===== src/rtl/tdm_demultiplexer_if.sv =====
// rtl/tdm_demultiplexer_if.sv - sample stream and per-channel output bundle for the TDM demultiplexer
interface tdm_demultiplexer_if #(
  parameter int WIDTH = 8
);
  logic             in_valid;
  logic [WIDTH-1:0] in_data;
  logic             frame_sync;
  logic             clear_error;
  logic [WIDTH-1:0] out0;
  logic [WIDTH-1:0] out1;
  logic [WIDTH-1:0] out2;
  logic [WIDTH-1:0] out3;
  logic             addr0;
  logic             addr1;
  logic             frame_valid;
  logic             sync_error;

  // Upstream side: drives samples, observes demultiplexed channels
  modport master (
    output in_valid, in_data, frame_sync, clear_error,
    input  out0, out1, out2, out3, addr0, addr1, frame_valid, sync_error
  );

  // Demultiplexer side
  modport slave (
    input  in_valid, in_data, frame_sync, clear_error,
    output out0, out1, out2, out3, addr0, addr1, frame_valid, sync_error
  );
endinterface


===== src/rtl/tdm_demultiplexer.sv =====
// rtl/tdm_demultiplexer.sv - 4-slot TDM demultiplexer with frame sync tracking and double-buffered outputs
module tdm_demultiplexer #(
  parameter int WIDTH = 8
) (
  input  logic                 clk,
  input  logic                 reset,
  tdm_demultiplexer_if.slave   bus
);

  typedef enum logic {
    HUNT,
    RUN
  } state_t;

  state_t           state;
  logic [1:0]       slot;
  logic [WIDTH-1:0] shadow0;
  logic [WIDTH-1:0] shadow1;
  logic [WIDTH-1:0] shadow2;

  // Slot tracking, shadow capture and whole-frame output update
  always_ff @(posedge clk or posedge reset) begin
    if (reset) begin
      state           <= HUNT;
      slot            <= 2'd0;
      shadow0         <= '0;
      shadow1         <= '0;
      shadow2         <= '0;
      bus.out0        <= '0;
      bus.out1        <= '0;
      bus.out2        <= '0;
      bus.out3        <= '0;
      bus.addr0       <= 1'b0;
      bus.addr1       <= 1'b0;
      bus.frame_valid <= 1'b0;
      bus.sync_error  <= 1'b0;
    end else begin
      bus.frame_valid <= 1'b0;
      // Clear first so that an error event later in this block wins
      if (bus.clear_error) begin
        bus.sync_error <= 1'b0;
      end
      if (bus.in_valid) begin
        case (state)
          HUNT: begin
            // Anything other than a sync-marked sample is dropped silently
            if (bus.frame_sync) begin
              shadow0   <= bus.in_data;
              slot      <= 2'd1;
              bus.addr0 <= 1'b0;
              bus.addr1 <= 1'b0;
              state     <= RUN;
            end
          end
          default: begin
            if (slot == 2'd0) begin
              if (bus.frame_sync) begin
                shadow0   <= bus.in_data;
                slot      <= 2'd1;
                bus.addr0 <= 1'b0;
                bus.addr1 <= 1'b0;
              end else begin
                // Lost alignment: sync expected but absent
                bus.sync_error <= 1'b1;
                state          <= HUNT;
              end
            end else if (bus.frame_sync) begin
              // Early sync: drop the partial frame and restart on this sample
              bus.sync_error <= 1'b1;
              shadow0        <= bus.in_data;
              slot           <= 2'd1;
              bus.addr0      <= 1'b0;
              bus.addr1      <= 1'b0;
            end else begin
              bus.addr0 <= slot[0];
              bus.addr1 <= slot[1];
              case (slot)
                2'd1: begin
                  shadow1 <= bus.in_data;
                  slot    <= 2'd2;
                end
                2'd2: begin
                  shadow2 <= bus.in_data;
                  slot    <= 2'd3;
                end
                default: begin
                  // Last slot goes straight to out3; no shadow needed
                  bus.out0        <= shadow0;
                  bus.out1        <= shadow1;
                  bus.out2        <= shadow2;
                  bus.out3        <= bus.in_data;
                  bus.frame_valid <= 1'b1;
                  slot            <= 2'd0;
                end
              endcase
            end
          end
        endcase
      end
    end
  end

endmodule


===== src/flat_wrapper.sv =====
// flat-port wrapper written by rule: the top's interface ports become plain ports
module tdm_demultiplexer_flat 
#(
  parameter int WIDTH = 8
)
  (clk, reset, bus_in_valid, bus_in_data, bus_frame_sync, bus_clear_error, bus_out0, bus_out1, bus_out2, bus_out3, bus_addr0, bus_addr1, bus_frame_valid, bus_sync_error);
  tdm_demultiplexer_if #(.WIDTH(WIDTH)) bus_i ();
  input  logic clk;
  input  logic reset;
  input wire logic [$bits(bus_i.in_valid)-1:0] bus_in_valid;
  input wire logic [$bits(bus_i.in_data)-1:0] bus_in_data;
  input wire logic [$bits(bus_i.frame_sync)-1:0] bus_frame_sync;
  input wire logic [$bits(bus_i.clear_error)-1:0] bus_clear_error;
  output wire logic [$bits(bus_i.out0)-1:0] bus_out0;
  output wire logic [$bits(bus_i.out1)-1:0] bus_out1;
  output wire logic [$bits(bus_i.out2)-1:0] bus_out2;
  output wire logic [$bits(bus_i.out3)-1:0] bus_out3;
  output wire logic [$bits(bus_i.addr0)-1:0] bus_addr0;
  output wire logic [$bits(bus_i.addr1)-1:0] bus_addr1;
  output wire logic [$bits(bus_i.frame_valid)-1:0] bus_frame_valid;
  output wire logic [$bits(bus_i.sync_error)-1:0] bus_sync_error;
  assign bus_i.in_valid = bus_in_valid;
  assign bus_i.in_data = bus_in_data;
  assign bus_i.frame_sync = bus_frame_sync;
  assign bus_i.clear_error = bus_clear_error;
  assign bus_out0 = bus_i.out0;
  assign bus_out1 = bus_i.out1;
  assign bus_out2 = bus_i.out2;
  assign bus_out3 = bus_i.out3;
  assign bus_addr0 = bus_i.addr0;
  assign bus_addr1 = bus_i.addr1;
  assign bus_frame_valid = bus_i.frame_valid;
  assign bus_sync_error = bus_i.sync_error;
  tdm_demultiplexer #(.WIDTH(WIDTH)) u_core (.clk(clk), .reset(reset), .bus(bus_i));
endmodule

===== config.mk =====
export PLATFORM = sky130hd
export DESIGN_NAME = tdm_demultiplexer_flat
export DESIGN_NICKNAME = d
export VERILOG_FILES = /design/src/rtl/tdm_demultiplexer_if.sv /design/src/rtl/tdm_demultiplexer.sv /design/src/flat_wrapper.sv
export SDC_FILE = /design/constraint.sdc
export NUM_CORES = 1
export LEC_CHECK = 0
export BUFFER_PORTS_ARGS = -buffer_cell sky130_fd_sc_hd__buf_2
export CAP_MARGIN = 30
export CELL_PAD_IN_SITES_DETAIL_PLACEMENT = 0
export CELL_PAD_IN_SITES_GLOBAL_PLACEMENT = 1
export CORE_AREA = 8 8 84 86
export CTS_CLUSTER_SIZE = 14
export DETAILED_ROUTE_END_ITERATION = 10
export DIE_AREA = 0 0 92 94
export GPL_TIMING_DRIVEN = 0
export PLACE_DENSITY = 0.87
export SETUP_SLACK_MARGIN = 0.15
export SYNTH_ARGS = -nofsm -noshare
export SYNTH_HDL_FRONTEND = slang
export SYNTH_SLANG_ARGS = --single-unit

===== constraint.sdc =====
create_clock -name clk -period 4.7 [get_ports clk]
set_clock_uncertainty 0.1 [all_clocks]
set_input_delay 0.94 -clock clk [delete_from_list [all_inputs] [get_ports clk]]
set_output_delay 0.94 -clock clk [all_outputs]
set_load 0.005 [all_outputs]

==> metrics <==
status complete, no violations; Worst Hold Depth 1; Pwr Density 613.5 nW/um^2; All-Layer GR Usage 12.36%; first-pass GRT wire length 8.135 mm; Internal Pwr Total 1.299 mW; leak pwr 1.535 nW; Hold Path Class flop to flop; vias per inst 4.917; GRT busiest layer met2; Area after DPL 2833 um^2; crit path cell chain buf_2; Post-DP HPWL 3.323 mm; Crit path buffers/inverters 1; Post-CTS Setup Bufs 0; r2r worst-path depth 5; placed instance count 275; top post-synthesis cells by area dfrtp_1 (63%), mux2_2 (25%), ha_1 (2.0%); Area growth syn-to-layout 20.41%; WL final 4.816 mm; RSZ-0062 raised after global routing false; met2 track utilization from global routing 18.53%; # rows 28; Final Hold Violating Endpoints 0; Worst Slack Setup Final 2.789 ns; Clk Latency, worst-skew pair 0.33 ns; CTS tree built; Net Switching 0.5392 mW; count of cell types in the netlist 21; Starting Density 43.31%; TritonCTS Buffers 9; Final Non-Filler Cells 290; Seq pwr share 49.0%; post-route ant nets 0; crit path DAT 0.87 ns; # hold bufs at CTS 0; peak supply drop 0.3561 mV; largest net degree at the start of global routing 34; nets 228; fmax 523.2 MHz; Syn. warnings 0; Synth area leader dfrtp_1; grt met3 use 4.237%; prevailing post-synth register cell dfrtp_1; Final TNS setup 0 ns; Tmin final 1.911 ns; vias in the first global route 1,545; crit path launch type flop; fin util 52.16%; max incr delay on CP 0.40 ns; CP Data Required Time 3.66 ns; H-tree Lvls 3; Logic pwr share 29.3%; crit path kind flop to output port; Max Transition Viols Final 0; WL/cell 16.61 um; via count 1,426; Post-Syn Area per Cell 16.27 um^2; Worst Hold Launch u_core.shadow2[6]; clock buffer depth 2; gr ovfl total 0; # setup viols final 0; max_slew headroom 55.04%; initial antenna violation count 0; Sw Ratio 29.33%; ratio of cells with drive above 1 in the final layout 58.60%; Tot Pwr 1.838 mW; GP Congestion 0.6951; number of max-cap violations 0; port buffer count 46; clock root cell clkbuf_8; design area 2997 um^2; die area 8648 um^2; Clock transition at path regs 0.07 ns; reg2reg end u_core.shadow2[0]; met1 usage 15.33%; # DRC 0; Synth top area share 63.35%; antenna cells 0; crit end category output port; Tcrit/Tclk final 40.67%; cts repair resizes 0; final hold slack 0.3906 ns; crit-path max FO 2; Die H 94 um; measured slew at the worst slew-check pin 0.6734 ns; crit path from u_core.bus.out0[0]; Die W 92 um; Cells after Synth 153; Yosys reg bits 63; sequential area share after synthesis 63.35%; fillcell total 513; Clk pwr share 21.7%; I/O pin cnt 49; Syn Nets 170; Post-synth ARST share 100.0%; Top Family by Delay on Critical Path flip-flops; 1st-iter DRT viols 23; flop-to-flop setup slack 2.85 ns; Max stage delay cell, worst path dfrtp_1; Synth Cell Area 2489 um^2; Post-synth EDFFs 0; CTS sink cnt 63; Hold Path Sink u_core.bus.out2[6]; TritonRoute pass-1 iters 2; Core ar. 5746 um^2; post-place setup slack 2.614 ns; r2r startpoint u_core.slot[0]
-- worst max-delay path by stage --
stage	endpoint	slack, ns	cells after the start
2_1_floorplan	u_core.bus.addr0	2.09	1
3_3_place_gp	u_core.bus.out1[2]	1.33	2
3_5_place_dp	u_core.bus.out2[6]	2.61	5
4_1_cts	bus_out0[0]	2.77	1
5_1_grt	bus_out0[0]	2.75	1
6_report	bus_out0[0]	2.79	1
-- registers in the layout, indices dropped and copies added, names as in the netlist --
name / cells
u_core.bus.addr0: 1
u_core.bus.addr1: 1
u_core.bus.frame_valid: 1
u_core.bus.out0: 8
u_core.bus.out1: 8
u_core.bus.out2: 8
u_core.bus.out3: 8
u_core.bus.sync_error: 1
u_core.shadow0: 8
u_core.shadow1: 8
u_core.shadow2: 8
u_core.slot: 2
u_core.state: 1
-- placed cells by master, fill, tap and decap left out, types with 3 or more instances in the layout --
cell / netlist / final
dfrtp_1: 63 / 63
clkbuf_8: 0 / 10
ha_1: 4 / 4
buf_6: 4 / 4
buf_2: 0 / 46
a22o_1: 4 / 4
inv_1: 5 / 4
clkinv_2: 0 / 3
mux2_2: 55 / 55
-- per-layer routing --
metal / vias to the layer above / routed length (um) / share of wire (%)
li1: 656 / - / -
met1: 728 / 2187 / 45
met2: 32 / 2294 / 48
met3: 10 / 228 / 4.7
met4: 0 / 106 / 2.2
met5: - / 0 / 0
-- power groups by stage --
stage / clock network [mW] / registers [mW] / logic, mW
6_report: 0.400 / 0.901 / 0.538
3_5_place_dp: 0 / 0.913 / 0.552
2_1_floorplan: 0 / 0.902 / 0.320
3_3_place_gp: 0 / 0.903 / 0.535
5_1_grt: 0.433 / 0.935 / 0.600
4_1_cts: 0.411 / 0.903 / 0.555
-- logic make-up after synthesis --
group	count (synthesis)	synth area share, %
muxes	56	25.34
DFF	63	63.35
adders and majority gates	4	2.011
AOI/OAI and AO/OA	8	2.262
xor gates and xnor gates	1	0.3520
and+or+nand+nor	11	3.821
buffers and inverters	10	2.866
-- cell usage after synthesis, drive strengths merged, types with 2 or more instances --
cell / number
a22o: 4
buf: 5
dfrtp: 63
ha: 4
inv: 5
mux2: 56
nand2: 4
o21ai: 2
-- cell type report --
class / count / area, um^2 / share of cell area (%)
buffer: 5 / 52.55 / 1.754
clock buffer: 11 / 141.4 / 4.718
clock inverter: 4 / 22.52 / 0.7516
inverter: 5 / 18.77 / 0.6263
multi-input combinational: 80 / 840.8 / 28.06
sequential: 63 / 1577 / 52.61
tap: 75 / 93.84 / 3.132
timing repair buffer: 47 / 250.2 / 8.351
Power figures use the tool's default switching activity.
